**src/rtl/solve_ntru_mul_acc_12_pkg.sv**
```systemverilog
// ============================================================================
// Module  : solve_ntru_mul_acc_12_pkg
// Brief   : Shared widths and limits for the NTRU product accumulator.
// Revision: 1.0
// ============================================================================
`default_nettype none

package solve_ntru_mul_acc_12_pkg;

    localparam int c_DIN_W     = 12;
    localparam int c_ACC_W     = 12;
    localparam int c_MAX_TERMS = 1024;
    localparam int c_CNT_W     = 11;

    // Packed result entry is {sum, count}.
    function automatic int entry_w(input int acc_w, input int cnt_w);
        return acc_w + cnt_w;
    endfunction

endpackage

`default_nettype wire

```
**src/rtl/solve_ntru_mul_acc_12_fifo2.sv**
```systemverilog
// ============================================================================
// Module  : solve_ntru_mul_acc_12_fifo2
// Brief   : Two-entry in-order synchronous FIFO holding finished group results.
// Revision: 1.0
// ============================================================================
`default_nettype none

module solve_ntru_mul_acc_12_fifo2 #(
    parameter int W = 23
) (
    input  logic         clk,
    input  logic         reset,
    input  logic         push,
    input  logic         pop,
    input  logic [W-1:0] din,
    output logic [W-1:0] dout,
    output logic         full,
    output logic         empty
);

    logic [W-1:0] mem_q [2];
    logic         wr_ptr_q;
    logic         rd_ptr_q;
    logic [1:0]   count_q;
    logic [1:0]   count_d;

    always_comb begin
        count_d = count_q;
        case ({push, pop})
            2'b10:   count_d = count_q + 2'd1;
            2'b01:   count_d = count_q - 2'd1;
            default: count_d = count_q;
        endcase
    end

    always_ff @(posedge clk) begin
        if (reset) begin
            mem_q[0] <= '0;
            mem_q[1] <= '0;
            wr_ptr_q <= 1'b0;
            rd_ptr_q <= 1'b0;
            count_q  <= 2'd0;
        end else begin
            if (push) begin
                mem_q[wr_ptr_q] <= din;
                wr_ptr_q        <= ~wr_ptr_q;
            end
            if (pop) begin
                rd_ptr_q <= ~rd_ptr_q;
            end
            count_q <= count_d;
        end
    end

    assign dout  = mem_q[rd_ptr_q];
    assign full  = (count_q == 2'd2);
    assign empty = (count_q == 2'd0);

endmodule

`default_nettype wire

```
**src/rtl/solve_ntru_mul_acc_12.sv**
```systemverilog
// ============================================================================
// Module  : solve_ntru_mul_acc_12
// Brief   : Accumulates signed multiplier products into wrapped group sums and
//           emits them through a 2-entry valid/ready buffer, stalling upstream.
// Revision: 1.0
// ============================================================================
`default_nettype none

module solve_ntru_mul_acc_12
    import solve_ntru_mul_acc_12_pkg::*;
#(
    parameter int DIN_W     = c_DIN_W,
    parameter int ACC_W     = c_ACC_W,
    parameter int MAX_TERMS = c_MAX_TERMS,
    parameter int CNT_W     = c_CNT_W
) (
    input  logic             clk,
    input  logic             reset,
    input  logic [DIN_W-1:0] din,
    input  logic             din_vld,
    input  logic             din_last,
    output logic             ce,
    output logic [ACC_W-1:0] m_data,
    output logic [CNT_W-1:0] m_cnt,
    output logic             m_valid,
    input  logic             m_ready,
    output logic             err_overrun
);

    localparam int ENTRY_W = entry_w(ACC_W, CNT_W);

    logic [ACC_W-1:0]   acc_q, acc_d;
    logic [CNT_W-1:0]   term_q, term_d;
    logic               err_q, err_d;
    logic [ACC_W-1:0]   din_ext;
    logic [ACC_W-1:0]   sum;
    logic [CNT_W-1:0]   cnt;
    logic               accept;
    logic               hit_max;
    logic               push;
    logic               pop;
    logic               buf_full;
    logic               buf_empty;
    logic [ENTRY_W-1:0] buf_dout;

    assign din_ext = ACC_W'(signed'(din));
    assign sum     = acc_q + din_ext;
    assign cnt     = term_q + CNT_W'(1);
    assign hit_max = (cnt == CNT_W'(MAX_TERMS));

    // ce depends only on buffer occupancy so m_ready never reaches upstream combinationally.
    assign ce     = !buf_full;
    assign accept = ce & din_vld;
    assign push   = accept & (din_last | hit_max);
    assign pop    = m_valid & m_ready;

    always_comb begin
        acc_d  = acc_q;
        term_d = term_q;
        err_d  = err_q;
        if (accept) begin
            if (push) begin
                acc_d  = '0;
                term_d = '0;
                if (!din_last) begin
                    err_d = 1'b1;
                end
            end else begin
                acc_d  = sum;
                term_d = cnt;
            end
        end
    end

    always_ff @(posedge clk) begin
        if (reset) begin
            acc_q  <= '0;
            term_q <= '0;
            err_q  <= 1'b0;
        end else begin
            acc_q  <= acc_d;
            term_q <= term_d;
            err_q  <= err_d;
        end
    end

    solve_ntru_mul_acc_12_fifo2 #(
        .W (ENTRY_W)
    ) u_fifo (
        .clk   (clk),
        .reset (reset),
        .push  (push),
        .pop   (pop),
        .din   ({sum, cnt}),
        .dout  (buf_dout),
        .full  (buf_full),
        .empty (buf_empty)
    );

    assign m_valid     = !buf_empty;
    assign m_data      = buf_dout[ENTRY_W-1:CNT_W];
    assign m_cnt       = buf_dout[CNT_W-1:0];
    assign err_overrun = err_q;

endmodule

`default_nettype wire

```
**config.mk**
```make
export PLATFORM = sky130hd
export DESIGN_NAME = solve_ntru_mul_acc_12
export DESIGN_NICKNAME = d
export VERILOG_FILES = /design/src/rtl/solve_ntru_mul_acc_12_pkg.sv /design/src/rtl/solve_ntru_mul_acc_12_fifo2.sv /design/src/rtl/solve_ntru_mul_acc_12.sv
export SDC_FILE = /design/constraint.sdc
export NUM_CORES = 1
export LEC_CHECK = 0
export ABC_AREA = 1
export BUFFER_PORTS_ARGS = -buffer_cell sky130_fd_sc_hd__buf_2
export CAP_MARGIN = 10
export CORE_UTILIZATION = 35
export CTS_CLUSTER_DIAMETER = 120
export DETAILED_ROUTE_END_ITERATION = 10
export GPL_TIMING_DRIVEN = 0
export PLACE_DENSITY = 0.54
export SETUP_SLACK_MARGIN = 0.1
export SYNTH_ARGS = -nofsm -noshare
export SYNTH_HDL_FRONTEND = slang
export SYNTH_HIERARCHICAL = 1
export SYNTH_SLANG_ARGS = --single-unit
```
**constraint.sdc**
```tcl
create_clock -name clk -period 4.7 [get_ports clk]
set_clock_uncertainty 0.2 [all_clocks]
set_input_delay 1.175 -clock clk [delete_from_list [all_inputs] [get_ports clk]]
set_output_delay 1.175 -clock clk [all_outputs]
set_load 0.03 [all_outputs]
```
Word level (Yosys, flattened, before mapping)
Memory sizes are Yosys's and may differ from the RTL's. A register that Yosys moved wholly into a read port is not among the register bits.
Cells that the tools add are included.
Widths: inputs -> output; s select.
- add/subtract/negate cells: 4
- eq/ne operators: 4
- muxes and demuxes: 13
- bitwise logic cells: 7
- reductions and logical operators: 6
- operators by type and width (kind ; count):
    $mux 23 ; 1
    $reduce_or 23->1 ; 1
    $add 12x12->12 ; 1
    $mux 12 ; 1
    $add 11x1->11 const B ; 1
    $eq 11x11->1 const B ; 1
    $mux 11 ; 1
    $mux 1 ; 9
    $eq 2x2->1 const B ; 2
    $pmux 2 s2 ; 1
    $and 1x1->1 ; 3
    $not 1->1 ; 3
    $reduce_and 3->1 ; 1
    $add 2x1->2 const B ; 1
    $eq 2x1->1 const B ; 1
    $logic_not 1->1 ; 2
    $logic_not 2->1 ; 1
    $reduce_bool 2->1 ; 1
    $sub 2x1->2 const B ; 1
    $or 1x1->1 ; 1
- memories kept: 1
- word-level logic and storage cells: 41
- bits in writable memories: 46
- flip-flop bits (word level): 28
- memory list (name ; depth ; width ; read ports ; clocked after memory_dff ; wr ports ; RTL line ; text):
    u_fifo.mem_q ; 2 ; 23 ; 1 ; 1 ; 2 ; solve_ntru_mul_acc_12_fifo2.sv:21 ; logic [W-1:0] mem_q [2];

Longest topological paths before layout
Gate-level depths: netlist of run 1.
- depth after elaboration: 9
- mapped depth: 18
- depth with buffers taken out: 18

Modules after synthesis
Netlist of run 1, hierarchy kept.
- by module, submodules not included (module ; seq. area each (um^2) ; cells an instance ; times used ; area each (um^2)):
    solve_ntru_mul_acc_12_fifo2 ; 1481.4 ; 179 ; 1 ; 2190.9
    solve_ntru_mul_acc_12 ; 480.5 ; 298 ; 1 ; 1845.5

Worst setup path after synthesis of run 1
OpenSTA, ideal clock, no wires.
- path kind: input port to flip-flop
- start: input din_vld
- end: memory u_fifo.mem_q[0][0] (enable)
- buffers on the path: 1
- arrival: 2.520 ns
- setup slack: 1.600 ns
- stages on the path: 9
- cell sequence: nand2_1 inv_1 nand2_2 inv_2 inv_2 nor2_2 nand2_2 buf_6 nand2_1
- RTL lines (element ; RTL line ; text):
    start: declaration ; solve_ntru_mul_acc_12.sv:20 ; input logic din_vld,
    end: declaration ; solve_ntru_mul_acc_12_fifo2.sv:21 ;

==> flow_metrics.env, run 1 <==
export IMPL_chipWidth_um=109
export IMPL_nets=561
export IMPL_cpMostUsedCell="nand2_1"
export IMPL_grt_pass1_wl_um=15000
export IMPL_reg2reg_from="term_q[0]$_SDFFE_PP0P_"
export IMPL_port_buffers=42
export IMPL_maxCapViolations=0
export IMPL_postCtsHoldBufs=0
export IMPL_power_mw=1.93
export IMPL_cts_resized=0
export IMPL_ir_drop_mv=0.192
export IMPL_die_area_um2=12000
export IMPL_fp_dieH_um=109
export IMPL_worst_path_buf_inv=3
export IMPL_holdPathStages=2
export IMPL_finalHoldViolCount=0
export IMPL_layout_common_cells="92 x nand2_1, 87 x nor2_1, 63 x inv_1"
export IMPL_crit_chain="ha_1 -> nand3_1 -> nand2_1 -> nand2_1 -> nor2_1 -> nand3_1 -> nor2_2 -> nand2_2 -> nand2_1 -> nand2_2 -> inv_2 -> inv_2 -> nor2_2 -> nand2_2 -> buf_6 -> nand2_1"
export IMPL_critPathKind="reg2reg"
export IMPL_drc=0
export IMPL_vias=3240
export IMPL_post_cts_buffers=0
export IMPL_relSlewSlack_pct=28.5
export IMPL_p_leak_nw=2.16
export IMPL_worst_pin_slew_ns=1.07
export IMPL_grt_overflow=0
export IMPL_rsz0062_at_grt="false"
export IMPL_multiInputGateArea_um2=1740
export IMPL_power_frac_seq_pct=39.7
export IMPL_fin_crit_ns=3.61
export IMPL_cp_slowest_cell="nand2_1"
export IMPL_seq_area_frac_synth_pct=48.6
export IMPL_cp_max_fo=23
export IMPL_cts_buffer_depth=2
export IMPL_cpPeakStageDelay_ns=0.74
export IMPL_wl_per_cell_um=13.7
export IMPL_synth_cells=477
export IMPL_path_depth=16
export IMPL_cp_start_kind="flop"
export IMPL_finalMaxSlewViolations=0
export IMPL_regArea_um2=1960
export IMPL_setup_viol=0
export IMPL_setup_worst_path_start="term_q[0]$_SDFFE_PP0P_"
export IMPL_pwr_share_comb_pct=20.0
export IMPL_r2r_slack_ns=1.09
export IMPL_core_region_area_um2=11000
export IMPL_clkPwrFrac_pct=40.3
export IMPL_critPathRequiredTime_ns=4.45
export IMPL_cts_sinks=75
export IMPL_gp_congestion=0.846
export IMPL_dr_pass1_iters=5
export IMPL_diodes=0
export IMPL_std_cell_rows=38
export IMPL_fin_crit_sh_pct=76.9
export IMPL_ys_warn_count=6
export IMPL_cts_clk_slew_worst_paths_ns=0.06
export IMPL_postRouteAntennaNets=0
export IMPL_antenna_found_initial=0
export IMPL_ys_seq_elements=75
export IMPL_cp_end_kind="flop"
export IMPL_intPower_mw=1.38
export IMPL_drt_initial_drc_count=217
export IMPL_synth_fp_nets=508
export IMPL_crit_family="simple AND/OR/NAND/NOR gates"
export IMPL_syn_area_um2=4040
export IMPL_cts_tree="done"
export IMPL_root_buffer="clkbuf_16"
export IMPL_synthToLayoutAreaGrowth_pct=17.8
export IMPL_synth_cell_types=29
export IMPL_final_fill_count=1119
export IMPL_hold_path_class="reg2reg"
export IMPL_clock_fmax_ghz=0.277
export IMPL_powerDensity_nw_per_um2=406
export IMPL_clk_latency_ns=0.33
export IMPL_rr_worst_depth=16
export IMPL_grt_max_degree=24
export IMPL_layout_commonest_cell="nand2_1"
export IMPL_fin_setup_tns_ns=0
export IMPL_htree_levels=3
export IMPL_dp_hpwl_um=6810
export IMPL_grt_pass1_vias=3067
export IMPL_worstPathArrival_ns=3.37
export IMPL_via_per_inst=4.80
export IMPL_drt_wl_total_um=9250
export IMPL_synth_area_per_cell_um2=8.46
export IMPL_grt_usage_pct=16.9
export IMPL_outcome="finished, final reports clean"
export IMPL_numCtsBuffers=9
export IMPL_p_sw_mw=0.548
export IMPL_swShare_pct=28.4
export IMPL_worstReg2RegEnd="u_fifo/mem_q[0][22]$_SDFFCE_PN0P_"
export IMPL_drive_above_1_share_pct=15.7
export IMPL_endpoint="u_fifo/mem_q[0][22]$_SDFFCE_PN0P_"
export IMPL_start_util_pct=36.6
export IMPL_io_pins=43
-- sequential cells by signal, indices dropped and copies added, names as in the netlist, named ones only --
name             count
err_overrun          1
u_fifo/rd_ptr_q      1
u_fifo/count_q       2
u_fifo/mem_q        46
term_q              11
acc_q               12
u_fifo/wr_ptr_q      1
-- Yosys cell counts --
cell      instances  area (um^2)
nand4_1          17          106
nand2_1          92          345
mux2_2            3         33.8
ha_1             13          163
mux2i_1           1         10.0
a21oi_1          27          135
nand3_2           2         20.0
fa_1              1         20.0
nor2_1           87          327
o21bai_1          3         22.5
nor3_1            1         5.00
xnor2_1           3         26.3
buf_4             2         15.0
xor2_1            5         43.8
inv_1            63          236
a21oi_2           1         8.76
inv_2             4         15.0
dfxtp_1          29          581
nor2_2            4         25.0
nand2_4           1         11.3
o21ai_0           7         35.0
buf_1             1         3.75
buf_6             3         33.8
buf_2             4         20.0
edfxtp_1         46         1380
nand3_1          29          145
nand2_2           5         31.3
clkbuf_1          3         11.3
mux2_1           20          225
-- area by class of cell --
cell class	instances	area share, %
Clock inverter	5	2.13
Timing Repair Buffer	42	4.42
Inverter	67	5.29
Tap cell	140	3.68
Multi-Input combinational cell	322	36.6
Buffer	13	1.76
Sequential cell	75	41.3
Clock buffer	11	4.89
-- per-stage QoR --
| stage | instances | hold WS (ns) | cell area, um^2 | setup WS [ns] | util, % |
|---|---|---|---|---|---|
| floorplan | 477 | 0.249 | 4040 | 1.60 | - |
| global route | 675 | 0.281 | 4760 | 0.771 | 43.1 |
| CTS | 675 | 0.257 | 4760 | 1.03 | 43.1 |
| detailed placement | 659 | 0.247 | 4420 | 0.971 | 40.1 |
| finish | 675 | 0.250 | 4760 | 1.09 | 43.1 |
| global placement | 659 | 0.242 | 4420 | 0.959 | 40.1 |
-- metal layers --
metal / share of wire, % / GRT usage (%)
met5: 0 / 0
met4: 2.0 / 7.43
met3: 3.1 / 2.67
met1: 50 / 22.8
met2: 45 / 26.7
-- power by group through the flow --
stage	clock network (mW)	logic, mW	registers [mW]
final	0.779	0.387	0.767
after global routing	0.817	0.431	0.772
after CTS	0.790	0.390	0.767
after detailed placement	0	0.388	0.781
after global placement	0	0.385	0.779
after floorplan	0	0.286	0.771
-- worst min-delay path: stages, from the launching register on --
cell	delay (ns)
dfxtp_1	0.30
inv_1	0.04
a21oi_1	0.05
-- logic make-up after synthesis --
kind of cell / after synthesis / share of synthesized area (%)
AND/OR/NAND/NOR: 238 / 25.2
buffers and inverters: 80 / 8.31
flip-flops: 75 / 48.6
AO/OA/AOI/OAI: 38 / 4.99
multiplexers: 24 / 6.66
adder cells (fa/ha/maj): 14 / 4.53
XOR/XNOR: 8 / 1.74
-- worst min-delay path by stage --
stage / start / end / slack [ns]
global route: err_overrun$_SDFFE_PP0P_ / err_overrun$_SDFFE_PP0P_ / 0.28
detailed placement: err_overrun$_SDFFE_PP0P_ / err_overrun$_SDFFE_PP0P_ / 0.25
global placement: err_overrun$_SDFFE_PP0P_ / err_overrun$_SDFFE_PP0P_ / 0.24
CTS: err_overrun$_SDFFE_PP0P_ / err_overrun$_SDFFE_PP0P_ / 0.26
finish: err_overrun$_SDFFE_PP0P_ / err_overrun$_SDFFE_PP0P_ / 0.25
floorplan: acc_q[10]$_SDFFE_PP0P_ / acc_q[10]$_SDFFE_PP0P_ / 0.25
Note: power is estimated with default switching activity, not from simulation.
==> run 2, diff against run 1 <==
Settings changed: PLACE_DENSITY 0.54 to 0.56.
Clock period 4.7 ns to 3.1 ns, I/O delays scaled along.
==> run 2 against run 1 <==
Compared with the run above: routed wire length rose by 2.1%; critical path depth did not move; via count fell by 0.28%; global-route usage barely moved; critical endpoint is now u_fifo/mem_q[0][18]$_SDFFCE_PN0P_; highest routed layer unchanged.
==> flow_metrics.env, run 2 (synthesized netlist as in run 1, its figures left out) <==
export IMPL_power_mw=2.85
export IMPL_synthToLayoutAreaGrowth_pct=19.4
export IMPL_postCtsHoldBufs=0
export IMPL_fin_crit_ns=2.79
export IMPL_hold_path_class="reg2reg"
export IMPL_ir_drop_mv=0.221
export IMPL_wl_per_cell_um=13.9
export IMPL_antenna_found_initial=0
export IMPL_dr_pass1_iters=4
export IMPL_clk_latency_ns=0.33
export IMPL_layout_commonest_cell="nand2_1"
export IMPL_worst_pin_slew_ns=0.524
export IMPL_endpoint="u_fifo/mem_q[0][18]$_SDFFCE_PN0P_"
export IMPL_critPathRequiredTime_ns=2.93
export IMPL_met1_usage_pct=21.6
export IMPL_std_cell_rows=38
export IMPL_design_area_um2=4820
export IMPL_cpPeakStageDelay_ns=0.39
export IMPL_io_pins=43
export IMPL_cpMostUsedCell="nand2_2"
export IMPL_fin_setup_tns_ns=0
export IMPL_grt_use_met2_pct=28.3
export IMPL_post_place_cells=659
export IMPL_worstHoldStart="err_overrun$_SDFFE_PP0P_"
export IMPL_grt_pass1_wl_um=15000
export IMPL_drive_above_1_share_pct=16.9
export IMPL_clkPwrFrac_pct=38.2
export IMPL_largest_reg_flops=46
export IMPL_rsz0062_at_grt="false"
export IMPL_fp_dieH_um=109
export IMPL_core_region_area_um2=11000
export IMPL_nets=563
export IMPL_vias=3231
export IMPL_pwr_share_comb_pct=21.0
export IMPL_layout_common_cells="90 x nand2_1, 86 x nor2_1, 63 x inv_1"
export IMPL_outcome="finished, final reports clean"
export IMPL_cp_end_kind="flop"
export IMPL_chipWidth_um=109
export IMPL_dpl_cell_area_um2=4420
export IMPL_grt_overflow=0
export IMPL_setup_viol=0
export IMPL_crit_family="simple AND/OR/NAND/NOR gates"
export IMPL_p_sw_mw=0.825
export IMPL_drc=0
export IMPL_grt_usage_pct=16.9
export IMPL_cp_start_kind="flop"
export IMPL_setup_worst_path_start="term_q[0]$_SDFFE_PP0P_"
export IMPL_power_frac_seq_pct=40.8
export IMPL_diodes=0
export IMPL_intPower_mw=2.02
export IMPL_drt_initial_drc_count=224
export IMPL_powerDensity_nw_per_um2=591
export IMPL_root_buffer="clkbuf_16"
export IMPL_regArea_um2=1960
export IMPL_post_cts_buffers=0
export IMPL_swShare_pct=29.0
export IMPL_gp_congestion=0.852
export IMPL_numCtsBuffers=9
export IMPL_rr_worst_depth=16
export IMPL_final_fill_count=1112
export IMPL_p_leak_nw=2.18
export IMPL_fin_util_pct=43.7
export IMPL_critPathKind="reg2reg"
export IMPL_multiInputGateArea_um2=1810
export IMPL_busiest_layer="met2"
export IMPL_path_depth=16
export IMPL_maxCapViolations=0
export IMPL_crit_chain="ha_2 -> nand2_2 -> nor2_2 -> nand3_1 -> nand2_1 -> nand3_1 -> a21oi_2 -> nand2_2 -> nand2_1 -> nand2_2 -> inv_4 -> inv_2 -> nor2_2 -> nand2_4 -> buf_12 -> nand2_8"
export IMPL_worstReg2RegEnd="u_fifo/mem_q[0][18]$_SDFFCE_PN0P_"
export IMPL_cts_tree="done"
export IMPL_cts_buffer_depth=2
export IMPL_dp_hpwl_um=6810
export IMPL_worst_path_buf_inv=3
export IMPL_r2r_slack_ns=0.31
export IMPL_instances_no_fill=677
export IMPL_fin_crit_sh_pct=89.9
export IMPL_cp_slowest_cell="dfxtp_2"
export IMPL_cp_max_fo=12
export IMPL_relSlewSlack_pct=65.1
export IMPL_grt_pass1_vias=3120
export IMPL_use_met3_pct=3.79
export IMPL_clock_fmax_ghz=0.359
export IMPL_cts_sinks=75
export IMPL_finalMaxSlewViolations=0
export IMPL_die_area_um2=12000
export IMPL_finalHoldViolCount=0
export IMPL_drt_wl_total_um=9440
export IMPL_top_register="u_fifo/mem_q"
export IMPL_start_util_pct=36.6
export IMPL_htree_levels=3
export IMPL_reg_top3="u_fifo/mem_q: 46 flops, acc_q: 12 flops, term_q: 11 flops"
export IMPL_via_per_inst=4.77
export IMPL_worstPathArrival_ns=2.62
export IMPL_port_buffers=42
export IMPL_postRouteAntennaNets=0
export IMPL_cts_clk_slew_worst_paths_ns=0.06
export IMPL_reg2reg_from="term_q[0]$_SDFFE_PP0P_"
export IMPL_grt_max_degree=24
==> run 2: cell count changes in the layout (fill, tap and decap cells not counted), moves of 2 or more <==
cell | before | now
nand2_8 | 0 | 3
clkbuf_1 | 5 | 7
dfxtp_1 | 29 | 27
dfxtp_2 | 0 | 2
nand2_1 | 92 | 90
nand2_4 | 1 | 3
==> run 2: power by group through the flow <==
stage          registers [mW]  clock network [mW]  logic, mW
3_5_place_dp             1.18                   0      0.587
6_report                 1.16                1.09      0.598
2_1_floorplan            1.17                   0      0.434
5_1_grt                  1.17                1.15      0.664
3_3_place_gp             1.18                   0      0.581
4_1_cts                  1.16                1.11      0.596
==> run 2: routing by layer <==
metal | wire length, um | share of wire, % | up-vias
li1 | - | - | 1667
met1 | 4510 | 48 | 1490
met2 | 4430 | 47 | 61
met3 | 357 | 3.8 | 13
met4 | 146 | 1.5 | 0
met5 | 0 | 0 | -
==> run 2: worst register-to-register path: cells and delay by family (launching register included) <==
kind	cells	cell delay, ns
buffers and inverters	3	0.34
flip-flops	1	0.39
AND/OR/NAND/NOR	11	1.17
adder cells (fa/ha/maj)	1	0.23
AO/OA/AOI/OAI	1	0.15
==> run 2: how the worst min path moves through the flow <==
stage | end | cells after the start
after floorplan | acc_q[10]$_SDFFE_PP0P_ | 2
after global placement | err_overrun$_SDFFE_PP0P_ | 2
after detailed placement | err_overrun$_SDFFE_PP0P_ | 2
after CTS | err_overrun$_SDFFE_PP0P_ | 2
after global routing | err_overrun$_SDFFE_PP0P_ | 2
final | err_overrun$_SDFFE_PP0P_ | 2
==> run 2: stage by stage <==
stage                     hold WS (ns)  setup WS (ns)
after floorplan                  0.249          0.157
after global placement           0.238         -0.572
after detailed placement         0.256         -0.593
after CTS                        0.272         0.0990
after global routing             0.296          0.115
final                            0.270          0.313
==> run 2: timing repair <==
action,CTS,global route
pin swaps,0,1
setup endpoints to repair,46,47
gates cloned,0,2
resized for setup,7,11
==> run 2: cell type report <==
cell class | instances | area share (%)
flip-flops and latches | 75 | 40.7
multi-input cells | 324 | 37.6
inverters | 67 | 5.27
clock buffers | 13 | 4.98
repair buffers | 42 | 4.36
well taps | 140 | 3.63
plain buffers | 13 | 2.05
clock inverters | 3 | 1.35
==> run 3, diff against run 2 <==
Settings changed: CORE_ASPECT_RATIO set to 1.1.
==> run 3 against run 2 <==
Compared with the run above: hold slack got worse by 0.0099 ns; first-iteration DRC count fell by 24%; critical path type unchanged; via count fell by 1.6%.
==> flow_metrics.env, run 3 (synthesized netlist as in run 1, its figures left out) <==
export IMPL_regArea_um2=1960
export IMPL_drc=0
export IMPL_rr_worst_depth=14
export IMPL_gp_congestion=0.873
export IMPL_cts_tree="done"
export IMPL_fin_crit_sh_pct=90.0
export IMPL_worstPathArrival_ns=2.62
export IMPL_start_util_pct=36.5
export IMPL_critPathKind="reg2reg"
export IMPL_drive_above_1_share_pct=17.4
export IMPL_worstReg2RegEnd="u_fifo/mem_q[1][12]$_SDFFCE_PN0P_"
export IMPL_post_place_cells=666
export IMPL_min_to="err_overrun$_SDFFE_PP0P_"
export IMPL_hold_path_class="reg2reg"
export IMPL_die_area_um2=12000
export IMPL_std_cell_rows=40
export IMPL_grt_pass1_vias=3101
export IMPL_worstHoldStart="err_overrun$_SDFFE_PP0P_"
export IMPL_synthToLayoutAreaGrowth_pct=18.9
export IMPL_cp_max_fo=23
export IMPL_drt_wl_total_um=9140
export IMPL_cts_clk_slew_worst_paths_ns=0.06
export IMPL_grt_usage_pct=16.4
export IMPL_relSlewSlack_pct=65.3
export IMPL_reg2reg_from="term_q[0]$_SDFFE_PP0P_"
export IMPL_fp_dieH_um=115
export IMPL_cts_buffer_depth=2
export IMPL_diodes=0
export IMPL_htree_levels=3
export IMPL_reg_top3="u_fifo/mem_q: 46 flops, acc_q: 12 flops, term_q: 11 flops"
export IMPL_final_fill_count=1116
export IMPL_root_buffer="clkbuf_16"
export IMPL_power_mw=2.81
export IMPL_grt_overflow=0
export IMPL_postRouteAntennaNets=0
export IMPL_outcome="finished, final reports clean"
export IMPL_layout_commonest_cell="nand2_1"
export IMPL_fin_hold_ws_ns=0.260
export IMPL_clk_latency_ns=0.33
export IMPL_layout_common_cells="90 x nand2_1, 87 x nor2_1, 63 x inv_1"
export IMPL_fin_setup_tns_ns=0
export IMPL_p_leak_nw=2.15
export IMPL_numCtsBuffers=9
export IMPL_clock_fmax_ghz=0.358
export IMPL_cp_start_kind="flop"
export IMPL_finalMaxSlewViolations=0
export IMPL_nets=562
export IMPL_grt_pass1_wl_um=15200
export IMPL_largest_reg_flops=46
export IMPL_critPathRequiredTime_ns=2.92
export IMPL_cts_sinks=75
export IMPL_worst_pin_slew_ns=0.520
export IMPL_multiInputGateArea_um2=1800
export IMPL_r2r_slack_ns=0.31
export IMPL_post_cts_buffers=0
export IMPL_finalHoldViolCount=0
export IMPL_via_per_inst=4.66
export IMPL_grt_max_degree=24
export IMPL_rsz0062_at_grt="false"
export IMPL_ir_drop_mv=0.289
export IMPL_io_pins=43
export IMPL_core_region_area_um2=11100
export IMPL_vias=3180
export IMPL_fin_crit_ns=2.79
export IMPL_instances_no_fill=683
export IMPL_dp_hpwl_um=6650
export IMPL_holdPathStages=2
export IMPL_setup_viol=0
export IMPL_powerDensity_nw_per_um2=585
export IMPL_chipWidth_um=104
export IMPL_wl_per_cell_um=13.4
export IMPL_cp_end_kind="flop"
export IMPL_postCtsHoldBufs=0
export IMPL_drt_initial_drc_count=171
export IMPL_top_register="u_fifo/mem_q"
export IMPL_port_buffers=42
export IMPL_antenna_found_initial=0
export IMPL_dr_pass1_iters=4
export IMPL_maxCapViolations=0
-- run 3: repair_timing --
item,CTS,global route
setup endpoints to repair,46,47
gates resized for setup,6,5
cloned,0,1
-- run 3: worst max path at each step --
stage	startpoint	end	slack [ns]
finish	term_q[0]$_SDFFE_PP0P_	u_fifo/mem_q[1][12]$_SDFFCE_PN0P_	0.31
global route	term_q[0]$_SDFFE_PP0P_	u_fifo/mem_q[0][20]$_SDFFCE_PN0P_	0.10
CTS	term_q[0]$_SDFFE_PP0P_	u_fifo/mem_q[0][11]$_SDFFCE_PN0P_	0.12
detailed placement	term_q[0]$_SDFFE_PP0P_	u_fifo/mem_q[0][17]$_SDFFCE_PN0P_	-0.56
global placement	term_q[0]$_SDFFE_PP0P_	u_fifo/mem_q[0][16]$_SDFFCE_PN0P_	-0.54
floorplan	term_q[0]$_SDFFE_PP0P_	u_fifo/mem_q[0][0]$_SDFFCE_PN0P_	0.16
-- run 3: where the power goes --
part | total, mW | internal [mW] | switching (mW)
sequential | 1.16 | 1.12 | 0.0380
clock | 1.05 | 0.645 | 0.410
combinational | 0.591 | 0.194 | 0.397
total | 2.81 | 1.96 | 0.844
-- run 3: worst max-delay path, cell delays in order (launching register included) --
cell and delay, ns:
dfxtp_2 0.40, ha_4 0.18, nand3_1 0.08, nand2_1 0.07, nand2_1 0.09, nor2_1 0.15
nand3_1 0.10, nor2_2 0.15, nand2_2 0.10, nand2_1 0.10, nand2_2 0.08, inv_2 0.12
nand3_2 0.15, buf_2 0.28, nand2_8 0.21
-- run 3: stage by stage --
stage	utilization (%)	setup slack, ns	instance area, um^2
final	43.4	0.309	4800
after detailed placement	40.1	-0.563	4430
after global routing	43.4	0.103	4800
after CTS	43.1	0.119	4770
after floorplan	-	0.157	4040
after global placement	40.1	-0.545	4430
-- run 3: metal layers --
metal	part of all wire, %	wire length (um)	vias up	GRT usage [%]
met2	48	4410	54	27.3
met4	1.4	130	0	6.86
met5	0	0	-	0
li1	-	-	1667	-
met3	3.8	347	10	3.02
met1	47	4250	1449	20.8
-- run 3: layout make-up --
class | instances | share of cell area (%)
well taps | 147 | 3.83
inverters | 67 | 5.24
clock inverters | 6 | 1.33
clock buffers | 10 | 4.98
flip-flops and latches | 75 | 40.9
plain buffers | 13 | 1.75
repair buffers | 42 | 4.38
multi-input cells | 323 | 37.6
